## config.mk

```make
export PLATFORM = sky130hd
export DESIGN_NAME = bram_access_arbiter
export DESIGN_NICKNAME = d
export VERILOG_FILES = /design/src/rtl/bram_arb_pkg.sv /design/src/rtl/rd_tag_pipe.sv /design/src/rtl/bram_access_arbiter.sv
export SDC_FILE = /design/constraint.sdc
export NUM_CORES = 1
export LEC_CHECK = 0
export ABC_AREA = 1
export BUFFER_PORTS_ARGS = -buffer_cell sky130_fd_sc_hd__buf_2
export CORE_ASPECT_RATIO = 1.25
export CORE_MARGIN = 4
export CORE_UTILIZATION = 45
export DETAILED_ROUTE_END_ITERATION = 6
export PLACE_DENSITY = 0.83
export SYNTH_ARGS = -nofsm -noshare
export SYNTH_HDL_FRONTEND = slang
export SYNTH_SLANG_ARGS = --single-unit
```

## constraint.sdc

```tcl
create_clock -name clk -period 4.1 [get_ports clk]
set_input_delay 1.23 -clock clk [delete_from_list [all_inputs] [get_ports clk]]
set_output_delay 1.23 -clock clk [all_outputs]
set_load 0.01 [all_outputs]
```

## src/rtl/bram_arb_pkg.sv

```systemverilog
// Shared types and constants for the image BRAM arbiter.
// Owner encoding doubles as the FSM state encoding.
package bram_arb_pkg;

    typedef logic [1:0] own_t;

    localparam own_t OWN_NONE = 2'd0;
    localparam own_t OWN_COM  = 2'd1;
    localparam own_t OWN_PDI  = 2'd2;

    localparam own_t S_IDLE = OWN_NONE;
    localparam own_t S_COM  = OWN_COM;
    localparam own_t S_PDI  = OWN_PDI;

    typedef enum logic [1:0] {
        ST_IDLE = S_IDLE,
        ST_COM  = S_COM,
        ST_PDI  = S_PDI
    } state_t;

    function automatic own_t state_owner(state_t s);
        return own_t'(s);
    endfunction

endpackage

```

## src/rtl/rd_tag_pipe.sv

```systemverilog
// Read tag delay line: carries {valid, owner} of each accepted read
// so read data is steered to whoever issued it, not the current owner.
module rd_tag_pipe
    import bram_arb_pkg::*;
#(
    parameter int DEPTH = 1
) (
    input  logic       clk,
    input  logic       clr,
    input  logic       push_valid,
    input  logic [1:0] push_owner,
    output logic       out_valid,
    output logic [1:0] out_owner
);

    logic [DEPTH-1:0]      vld;
    logic [DEPTH-1:0][1:0] own;

    // Shift one stage per cycle; clear drops every in-flight read
    always_ff @(posedge clk) begin
        if (clr) begin
            vld <= '0;
            own <= '0;
        end else begin
            vld[0] <= push_valid;
            own[0] <= push_owner;
            for (int i = 1; i < DEPTH; i++) begin
                vld[i] <= vld[i-1];
                own[i] <= own[i-1];
            end
        end
    end

    assign out_valid = vld[DEPTH-1];
    assign out_owner = own[DEPTH-1];

endmodule

```

## src/rtl/bram_access_arbiter.sv

```systemverilog
// Arbiter sharing the single-port image BRAM between com and pdi:
// req/gnt handshake, bounded bursts, owner-tagged read valids.
module bram_access_arbiter
    import bram_arb_pkg::*;
#(
    parameter int ADDR_W    = 17,
    parameter int DATA_W    = 8,
    parameter int MAX_BURST = 256,
    parameter int RD_LAT    = 1
) (
    input  logic              clk,
    input  logic              rst,
    input  logic              com_req,
    input  logic              com_we,
    input  logic [ADDR_W-1:0] com_addr,
    input  logic [DATA_W-1:0] com_wdata,
    output logic              com_gnt,
    output logic              com_rvalid,
    input  logic              pdi_req,
    input  logic              pdi_we,
    input  logic [ADDR_W-1:0] pdi_addr,
    input  logic [DATA_W-1:0] pdi_wdata,
    output logic              pdi_gnt,
    output logic              pdi_rvalid,
    output logic [ADDR_W-1:0] bram_addr,
    output logic              bram_we,
    output logic [DATA_W-1:0] bram_wdata,
    input  logic [DATA_W-1:0] bram_rdata,
    output logic [1:0]        owner
);

    localparam int CNT_W = $clog2(MAX_BURST + 1);
    localparam logic [CNT_W-1:0] CNT_MAX = CNT_W'(MAX_BURST);

    state_t           state;
    state_t           state_nxt;
    logic [CNT_W-1:0] burst_cnt;
    logic [CNT_W-1:0] burst_nxt;
    logic [CNT_W-1:0] cnt_inc;
    logic             acc;
    logic             cap_hit;
    logic             owner_we;
    logic             tag_valid;
    logic [1:0]       tag_owner;

    // Read data is wired straight to both requesters outside this block
    logic unused_rdata;
    assign unused_rdata = ^bram_rdata;

    // Grants come from the registered state; masked while in reset
    assign com_gnt = (state == ST_COM) & ~rst;
    assign pdi_gnt = (state == ST_PDI) & ~rst;
    assign owner   = rst ? OWN_NONE : state_owner(state);

    assign acc = (com_gnt & com_req) | (pdi_gnt & pdi_req);

    assign cnt_inc = (burst_cnt >= CNT_MAX) ? burst_cnt
                                            : burst_cnt + 1'b1;
    assign cap_hit = acc & (cnt_inc == CNT_MAX);

    // Next owner: com wins from idle, release on req drop or cap hit
    always_comb begin
        state_nxt = state;
        unique case (state)
            ST_IDLE: begin
                if (com_req)
                    state_nxt = ST_COM;
                else if (pdi_req)
                    state_nxt = ST_PDI;
            end
            ST_COM: begin
                if (!com_req)
                    state_nxt = pdi_req ? ST_PDI : ST_IDLE;
                else if (cap_hit && pdi_req)
                    state_nxt = ST_PDI;
            end
            ST_PDI: begin
                if (!pdi_req)
                    state_nxt = com_req ? ST_COM : ST_IDLE;
                else if (cap_hit && com_req)
                    state_nxt = ST_COM;
            end
            default: state_nxt = ST_IDLE;
        endcase
    end

    // Burst length restarts on every ownership change
    always_comb begin
        burst_nxt = burst_cnt;
        if (state_nxt != state)
            burst_nxt = '0;
        else if (acc)
            burst_nxt = cnt_inc;
    end

    // State and burst counter registers
    always_ff @(posedge clk) begin
        if (rst) begin
            state     <= ST_IDLE;
            burst_cnt <= '0;
        end else begin
            state     <= state_nxt;
            burst_cnt <= burst_nxt;
        end
    end

    // Port mux: only the owner's inputs reach the BRAM
    always_comb begin
        bram_addr  = '0;
        bram_wdata = '0;
        owner_we   = 1'b0;
        unique case (state)
            ST_COM: begin
                bram_addr  = com_addr;
                bram_wdata = com_wdata;
                owner_we   = com_we;
            end
            ST_PDI: begin
                bram_addr  = pdi_addr;
                bram_wdata = pdi_wdata;
                owner_we   = pdi_we;
            end
            default: begin
                bram_addr  = '0;
                bram_wdata = '0;
                owner_we   = 1'b0;
            end
        endcase
    end

    assign bram_we = acc & owner_we;

    rd_tag_pipe #(
        .DEPTH (RD_LAT)
    ) u_tag (
        .clk        (clk),
        .clr        (rst),
        .push_valid (acc & ~owner_we),
        .push_owner (state_owner(state)),
        .out_valid  (tag_valid),
        .out_owner  (tag_owner)
    );

    assign com_rvalid = tag_valid & (tag_owner == OWN_COM) & ~rst;
    assign pdi_rvalid = tag_valid & (tag_owner == OWN_PDI) & ~rst;

endmodule

```

==> results of run 1 <==
==> final cells by class <==
class                   count  share of cell area [%]
multi-input cells         194                    52.5
repair buffers             90                    24.1
flip-flops and latches     14                    14.8
inverters                  22                    4.35
well taps                  36                    2.37
clock buffers               4                    1.91
==> cells in the final DEF, fill, tap and decap left out, types with 6 or more instances in the layout <==
cell and instances:
sky130_fd_sc_hd__nor2_1 15, sky130_fd_sc_hd__buf_2 87, sky130_fd_sc_hd__o21ai_0 8, sky130_fd_sc_hd__dfxtp_1 14, sky130_fd_sc_hd__a21oi_1 27, sky130_fd_sc_hd__nand3_1 15, sky130_fd_sc_hd__nand2_1 89, sky130_fd_sc_hd__ha_1 6
sky130_fd_sc_hd__inv_1 20, sky130_fd_sc_hd__nor3_2 9
==> path summary, 6_finish.rpt <==
check                     from           end  slack [ns]  cells past startpoint
setup / recovery      state[1]  bram_addr[4]        0.76                      6
hold / removal    burst_cnt[0]  burst_cnt[0]        0.63                      2
setup reg to reg      state[1]  burst_cnt[8]        1.55                     12
hold reg to reg   burst_cnt[0]  burst_cnt[0]        0.63                      2
==> power groups by stage <==
stage                     Clock, mW  Sequential (mW)  Combinational [mW]
after detailed placement          0            0.154               0.189
after global routing          0.108            0.153               0.214
after CTS                     0.104            0.151               0.190
after floorplan                   0            0.152               0.123
final                        0.0993            0.151               0.188
after global placement            0            0.154               0.187
==> critical path: stages, from the launching register on <==
cell and delay (ns):
sky130_fd_sc_hd__dfxtp_1 0.38, sky130_fd_sc_hd__inv_1 0.18, sky130_fd_sc_hd__ha_1 0.53, sky130_fd_sc_hd__buf_4 0.29
sky130_fd_sc_hd__nand2_1 0.07, sky130_fd_sc_hd__a21oi_1 0.19, sky130_fd_sc_hd__buf_2 0.17
==> logic make-up after synthesis <==
family                   synth area share, %
adder cells (fa/ha/maj)                 5.38
buffers and inverters                   8.52
AO/OA/AOI/OAI                           17.3
AND/OR/NAND/NOR                         48.7
flip-flops                              20.1
==> sequential cells by signal (all words and copies together) (netlist names) <==
register         cells
u_tag.out_owner      2
u_tag.out_valid      1
state                2
burst_cnt            9
==> routing by layer <==
metal | up-vias | track usage (%) | wire (um)
met2 | 68 | 35.8 | 2010
met1 | 755 | 28.9 | 1810
met5 | - | 0 | 0
li1 | 944 | - | -
met3 | 7 | 5.18 | 393
met4 | 0 | 8.76 | 94
==> through the flow <==
stage	std cells	hold slack (ns)	worst slack, ns	cell area [sq um]
detailed placement	356	0.624	0.838	1860
floorplan	239	0.583	1.06	1400
global route	360	0.687	0.584	1900
CTS	360	0.637	0.766	1900
global placement	356	0.621	0.854	1860
finish	360	0.633	0.762	1900
==> reports/summary.json, run 1 <==
{
  "yosysMostFrequentCell": "sky130_fd_sc_hd__nand2_1",
  "finalWeightedCongestion": 0.884,
  "maximum_number_of_pins_on_one_net_before_global_route_repair": 28,
  "port_buffers": 87,
  "run_status": "finished clean",
  "firstDrtPassIters": 4,
  "dieWidth_um": 57.8,
  "dpl.hpwl_mm": 3.57,
  "synth_nets": 309,
  "grt_antenna_before_repair": 0,
  "filler_cell_count": 292,
  "edff_count_synth": 0,
  "timing.final.hold_violations": 0,
  "netlist_top_cells_count": "sky130_fd_sc_hd__nand2_1 (89), sky130_fd_sc_hd__a21oi_1 (27), sky130_fd_sc_hd__inv_1 (20)",
  "rsz_0062_raised_after_global_routing": "no",
  "post_synthesis_cell_type_with_the_largest_combined_area": "sky130_fd_sc_hd__nand2_1",
  "worstSkewPairLatency_ns": 0.28,
  "synthCells": 239,
  "min_period_over_period_pct": 81.4,
  "multi_input_area_sq_um": 996,
  "clockPowerShare_pct": 22.6,
  "post_synth_num_cell_types": 26,
  "avgViaCountPerCell": 4.93,
  "skew_ns": 0.00344,
  "ir_worst_vdd_uv": 118,
  "power.static_leakage_nw": 0.898,
  "diodes": 0,
  "cts_tree": "built",
  "relSlewSlack_pct": 53.8,
  "p_int_mw": 0.266,
  "tritoncts.num_buffers": 3,
  "power_density_mw_per_mm2": 231,
  "synthFlopType": "sky130_fd_sc_hd__dfxtp_1",
  "yosys.area.top_type_share_pct": 23.9,
  "cts_max_path_buffers": 2,
  "async_reset_ff_share_pct": 0,
  "wl_per_cell_um": 11.9,
  "min_path_type": "reg2reg",
  "clk_root_buffer_cell": "sky130_fd_sc_hd__clkbuf_4",
  "drive_above_1_share_pct": 36.4,
  "ff_latch_area_sq_um": 280,
  "io_pins": 96,
  "gr-usage-all-layers_pct": 22.5,
  "drt-total-wl_mm": 4.30,
  "ys_seq_area_share_pct": 20.1,
  "layout-area-overhead-vs-synth_pct": 36.1,
  "die-area_sq_mm": 0.00406,
  "detailroute.via_count": 1774,
  "timing.critical_path.required_ns": 2.87,
  "clock_tree.htree_level_count": 1,
  "yosysWarnings": 0,
  "totalPowerFinal_mw": 0.438,
  "clk_pin_slew_worst_paths_ns": 0.08,
  "slew_viols_final": 0,
  "fin_util_pct": 64.4,
  "post_cts_resize_count": 0,
  "arrival_ns": 2.11,
  "total_switching_power_mw": 0.173,
  "postRouteAntennaNets": 0,
  "num-nets-final": 395,
  "post_cts_hold_buffers": 0,
  "timing.fmax_ghz": 0.300,
  "startpoint_class_of_the_critical_path": "flop",
  "floorplan.rows": 22,
  "floorplan.initialDensity_pct": 47.4,
  "critical_path.max_fanout": 16,
  "drt_iter0_drc": 102,
  "die_y_um": 70.3,
  "p_sw_share_pct": 39.4,
  "max_cap_violations": 0,
  "setup_total_negative_slack_ns": 0,
  "p_comb_share_pct": 42.9,
  "crit_path_end_kind": "output pin",
  "synth_seq_cells": 14,
  "grt_pass1_wl_mm": 7.37,
  "grt_pass1_vias": 1741,
  "finalCriticalPeriod_ns": 3.34,
  "final-setup-viol-count": 0,
  "power.sequential.fraction_pct": 34.4,
  "yosys-top-cells-area": "sky130_fd_sc_hd__nand2_1 (24%), sky130_fd_sc_hd__dfxtp_1 (20%), sky130_fd_sc_hd__a21oi_1 (9.7%)",
  "coreArea_sq_mm": 0.00295,
  "count_of_buffers_added_by_post_cts_timing_repair_for_setup": 0,
  "post_synth_instance_area_sq_mm": 0.00140,
  "globalRouteOverflowTotal": 0,
  "drt_drc_violations_left": 0,
  "syn_avg_cell_area_sq_um": 5.84,
  "criticalPathCategory": "reg2out",
  "slew_at_the_pin_with_the_worst_max_slew_slack_ns": 0.693,
  "clock_sinks": 14
}
No activity file was read; power rests on OpenSTA's default activity.
==> run 2: changes to the inputs <==
- CORE_UTILIZATION: 45 -> 42
- PLACE_DENSITY: 0.83 -> 0.78
- clock period: 4.1 -> 3.5 ns (I/O delays scaled with it)
==> run 2 against run 1 <==
Count of clock-buffer cells in the layout is the same. Non-clock buffer count up 1. Combinational power grew 20%. First-iteration DRC count fell by 24%. Cell area is 1.5% higher. Die area is 6.2% higher. Core utilization fell by 4.2 points. Via count up 4.1%. Critical path type unchanged. Critical endpoint is now bram_wdata[5]. Largest power group unchanged.
==> reports/summary.json, run 2 (same netlist as run 1, synthesis figures left out) <==
{
  "cts_max_path_buffers": {"value": 2, "change": "unchanged"},
  "coreArea": {"value": 0.00319, "unit": "sq mm", "change": "was 0.00295 sq mm"},
  "ff_latch_area": {"value": 280, "unit": "sq um", "change": "unchanged"},
  "worst_min_delay_path_endpoint": {"value": "burst_cnt[0]", "change": "unchanged"},
  "drt_iter0_drc": {"value": 78, "change": "was 102"},
  "clock_sinks": {"value": 14, "change": "unchanged"},
  "tritoncts.num_buffers": {"value": 3, "change": "unchanged"},
  "finalWeightedCongestion": {"value": 0.896, "change": "was 0.884"},
  "globalRouteOverflowTotal": {"value": 0, "change": "unchanged"},
  "min_period_over_period_pct": 84.3,
  "clk_pin_slew_worst_paths": {"value": 0.06, "unit": "ns", "change": "was 0.08 ns"},
  "diodes": {"value": 0, "change": "unchanged"},
  "clk_root_buffer_cell": {"value": "sky130_fd_sc_hd__clkbuf_8", "change": "was sky130_fd_sc_hd__clkbuf_4"},
  "p_sw_share": {"value": 37.6, "unit": "%", "change": "was 39.4%"},
  "clockPowerShare": {"value": 28.4, "unit": "%", "change": "was 22.6%"},
  "fin_ws": {"value": 0.550, "unit": "ns", "change": "was 0.762 ns"},
  "dpl.hpwl": {"value": 3.53, "unit": "mm", "change": "was 3.57 mm"},
  "port_buffers": {"value": 87, "change": "unchanged"},
  "startpoint_class_of_the_critical_path": {"value": "flop", "change": "unchanged"},
  "min_path_type": {"value": "reg2reg", "change": "unchanged"},
  "post_cts_resize_count": {"value": 0, "change": "unchanged"},
  "final-setup-viol-count": {"value": 0, "change": "unchanged"},
  "drt-total-wl": {"value": 4.27, "unit": "mm", "change": "was 4.30 mm"},
  "max_cap_violations": {"value": 0, "change": "unchanged"},
  "count_of_buffers_added_by_post_cts_timing_repair_for_setup": {"value": 0, "change": "unchanged"},
  "timing.fmax_ghz": 0.339,
  "layout.cells.most_common": {"value": "sky130_fd_sc_hd__nand2_1", "change": "unchanged"},
  "largest_register_ffs": {"value": 9, "change": "unchanged"},
  "preCtsSetupSlack": {"value": 0.590, "unit": "ns", "change": "was 0.838 ns"},
  "grt_antenna_before_repair": {"value": 0, "change": "unchanged"},
  "die_y": {"value": 72.4, "unit": "um", "change": "was 70.3 um"},
  "total_cell_area_at_the_placement_stage": {"value": 0.00187, "unit": "sq mm", "change": "was 0.00186 sq mm"},
  "skew": {"value": 0.00183, "unit": "ns", "change": "was 0.00344 ns"},
  "relSlewSlack": {"value": 71.9, "unit": "%", "change": "was 53.8%"},
  "arrival": {"value": 1.90, "unit": "ns", "change": "was 2.11 ns"},
  "filler_cell_count": {"value": 360, "change": "was 292"},
  "firstDrtPassIters": {"value": 5, "change": "was 4"},
  "r2r.worst_path.cells": {"value": 14, "change": "was 12"},
  "power_density": {"value": 293, "unit": "mW/mm^2", "change": "was 231 mW/mm^2"},
  "cts_tree": {"value": "built", "change": "unchanged"},
  "avgViaCountPerCell": {"value": 5.10, "change": "was 4.93"},
  "dieWidth": {"value": 59.6, "unit": "um", "change": "was 57.8 um"},
  "slew_at_the_pin_with_the_worst_max_slew_slack": {"value": 0.421, "unit": "ns", "change": "was 0.693 ns"},
  "r2r-start": {"value": "state[1]", "change": "unchanged"},
  "mostFrequentLayoutCells": {"value": "sky130_fd_sc_hd__nand2_1 (89), sky130_fd_sc_hd__buf_2 (87), sky130_fd_sc_hd__a21oi_1 (27)", "change": "unchanged"},
  "floorplan.rows": {"value": 23, "change": "was 22"},
  "gr-usage-all-layers": {"value": 21.0, "unit": "%", "change": "was 22.5%"},
  "post_cts_hold_buffers": {"value": 0, "change": "unchanged"},
  "p_comb_share": {"value": 40.2, "unit": "%", "change": "was 42.9%"},
  "layout-area-overhead-vs-synth": {"value": 38.0, "unit": "%", "change": "was 36.1%"},
  "fin_util": {"value": 60.3, "unit": "%", "change": "was 64.4%"},
  "wl_per_cell": {"value": 11.8, "unit": "um", "change": "was 11.9 um"},
  "slew_viols_final": {"value": 0, "change": "unchanged"},
  "postRouteAntennaNets": {"value": 0, "change": "unchanged"},
  "grt_pass1_vias": {"value": 1836, "change": "was 1741"},
  "stdcell_area": {"value": 0.00193, "unit": "sq mm", "change": "was 0.00190 sq mm"},
  "setup_total_negative_slack": {"value": 0, "unit": "ns", "change": "unchanged"},
  "power.sequential.fraction": {"value": 31.4, "unit": "%", "change": "was 34.4%"},
  "totalPowerFinal": {"value": 0.563, "unit": "mW", "change": "was 0.438 mW"},
  "min-delay-start": {"value": "burst_cnt[0]", "change": "unchanged"},
  "placed_cells": {"value": 358, "change": "was 356"},
  "power.static_leakage": {"value": 0.911, "unit": "nW", "change": "was 0.898 nW"},
  "rsz_0062_raised_after_global_routing": {"value": "no", "change": "unchanged"},
  "die-area": {"value": 0.00431, "unit": "sq mm", "change": "was 0.00406 sq mm"},
  "maximum_number_of_pins_on_one_net_before_global_route_repair": {"value": 26, "change": "was 28"},
  "floorplan.initialDensity": {"value": 43.7, "unit": "%", "change": "was 47.4%"},
  "p_int": {"value": 0.352, "unit": "mW", "change": "was 0.266 mW"},
  "critical_path.max_fanout": {"value": 17, "change": "was 16"},
  "drt_drc_violations_left": {"value": 0, "change": "unchanged"},
  "timing.critical_path.required": {"value": 2.45, "unit": "ns", "change": "was 2.87 ns"},
  "worstSkewPairLatency": {"value": 0.25, "unit": "ns", "change": "was 0.28 ns"},
  "crit_path_end_kind": {"value": "output pin", "change": "unchanged"},
  "critical_path.startpoint": {"value": "state[1]", "change": "unchanged"},
  "register_with_the_most_flip_flops": {"value": "burst_cnt", "change": "unchanged"},
  "clock_tree.htree_level_count": {"value": 1, "change": "unchanged"},
  "grt_pass1_wl": {"value": 7.25, "unit": "mm", "change": "was 7.37 mm"},
  "multi_input_area": {"value": 996, "unit": "sq um", "change": "unchanged"},
  "run_status": {"value": "finished clean", "change": "unchanged"},
  "total_switching_power": {"value": 0.212, "unit": "mW", "change": "was 0.173 mW"},
  "num-nets-final": {"value": 396, "change": "was 395"},
  "final.hold.worst_slack": {"value": 0.634, "unit": "ns", "change": "was 0.633 ns"},
  "io_pins": {"value": 96, "change": "unchanged"},
  "worst_r2r_endpoint": {"value": "burst_cnt[1]", "change": "was burst_cnt[8]"},
  "final_instance_count_excl_fillers": {"value": 362, "change": "was 360"},
  "ir_worst_vdd": {"value": 170, "unit": "uV", "change": "was 118 uV"},
  "drive_above_1_share": {"value": 36.6, "unit": "%", "change": "was 36.4%"},
  "timing.final.hold_violations": {"value": 0, "change": "unchanged"},
  "finalCriticalPeriod_ns": 2.95,
  "setup.reg_to_reg.worst_slack": {"value": 1.07, "unit": "ns", "change": "was 1.55 ns"},
  "criticalPathCategory": {"value": "reg2out", "change": "unchanged"},
  "timing.hold.worst_path_depth": {"value": 2, "change": "unchanged"},
  "detailroute.via_count": {"value": 1846, "change": "was 1774"}
}
run 2: worst max-delay path: stages (launching register included):
cell                      delay, ns
sky130_fd_sc_hd__dfxtp_1       0.36
sky130_fd_sc_hd__inv_1         0.18
sky130_fd_sc_hd__ha_1          0.45
sky130_fd_sc_hd__buf_4         0.29
sky130_fd_sc_hd__nand2_1       0.07
sky130_fd_sc_hd__a21oi_1       0.13
sky130_fd_sc_hd__buf_2         0.16
run 2: power by group through the flow:
stage               Sequential (mW)  Clock, mW  Combinational (mW)
floorplan                     0.178          0               0.144
global placement              0.180          0               0.224
detailed placement            0.180          0               0.228
CTS                           0.177      0.161               0.229
global route                  0.178      0.169               0.258
finish                        0.177      0.160               0.226
run 2: final cells by class:
cell class | count | area share [%]
clock buffer | 4 | 2.86
sequential | 14 | 14.6
inverter | 22 | 4.29
tap | 37 | 2.40
multi-input combinational | 194 | 51.7
timing repair buffer | 91 | 24.2
run 2: layer usage:
metal / up-vias / global-route usage (%) / wire [um]
met1: 816 / 23.2 / 1680
met4: 0 / 7.14 / 112
met3: 12 / 4.09 / 338
met2: 72 / 38.9 / 2150
li1: 946 / - / -
met5: - / 0 / 0
run 2: worst max-delay path by stage:
stage | to | cells after the start
global placement | bram_we | 7
detailed placement | bram_we | 7
finish | bram_wdata[5] | 6
global route | bram_addr[6] | 6
CTS | bram_wdata[5] | 6
floorplan | bram_we | 5
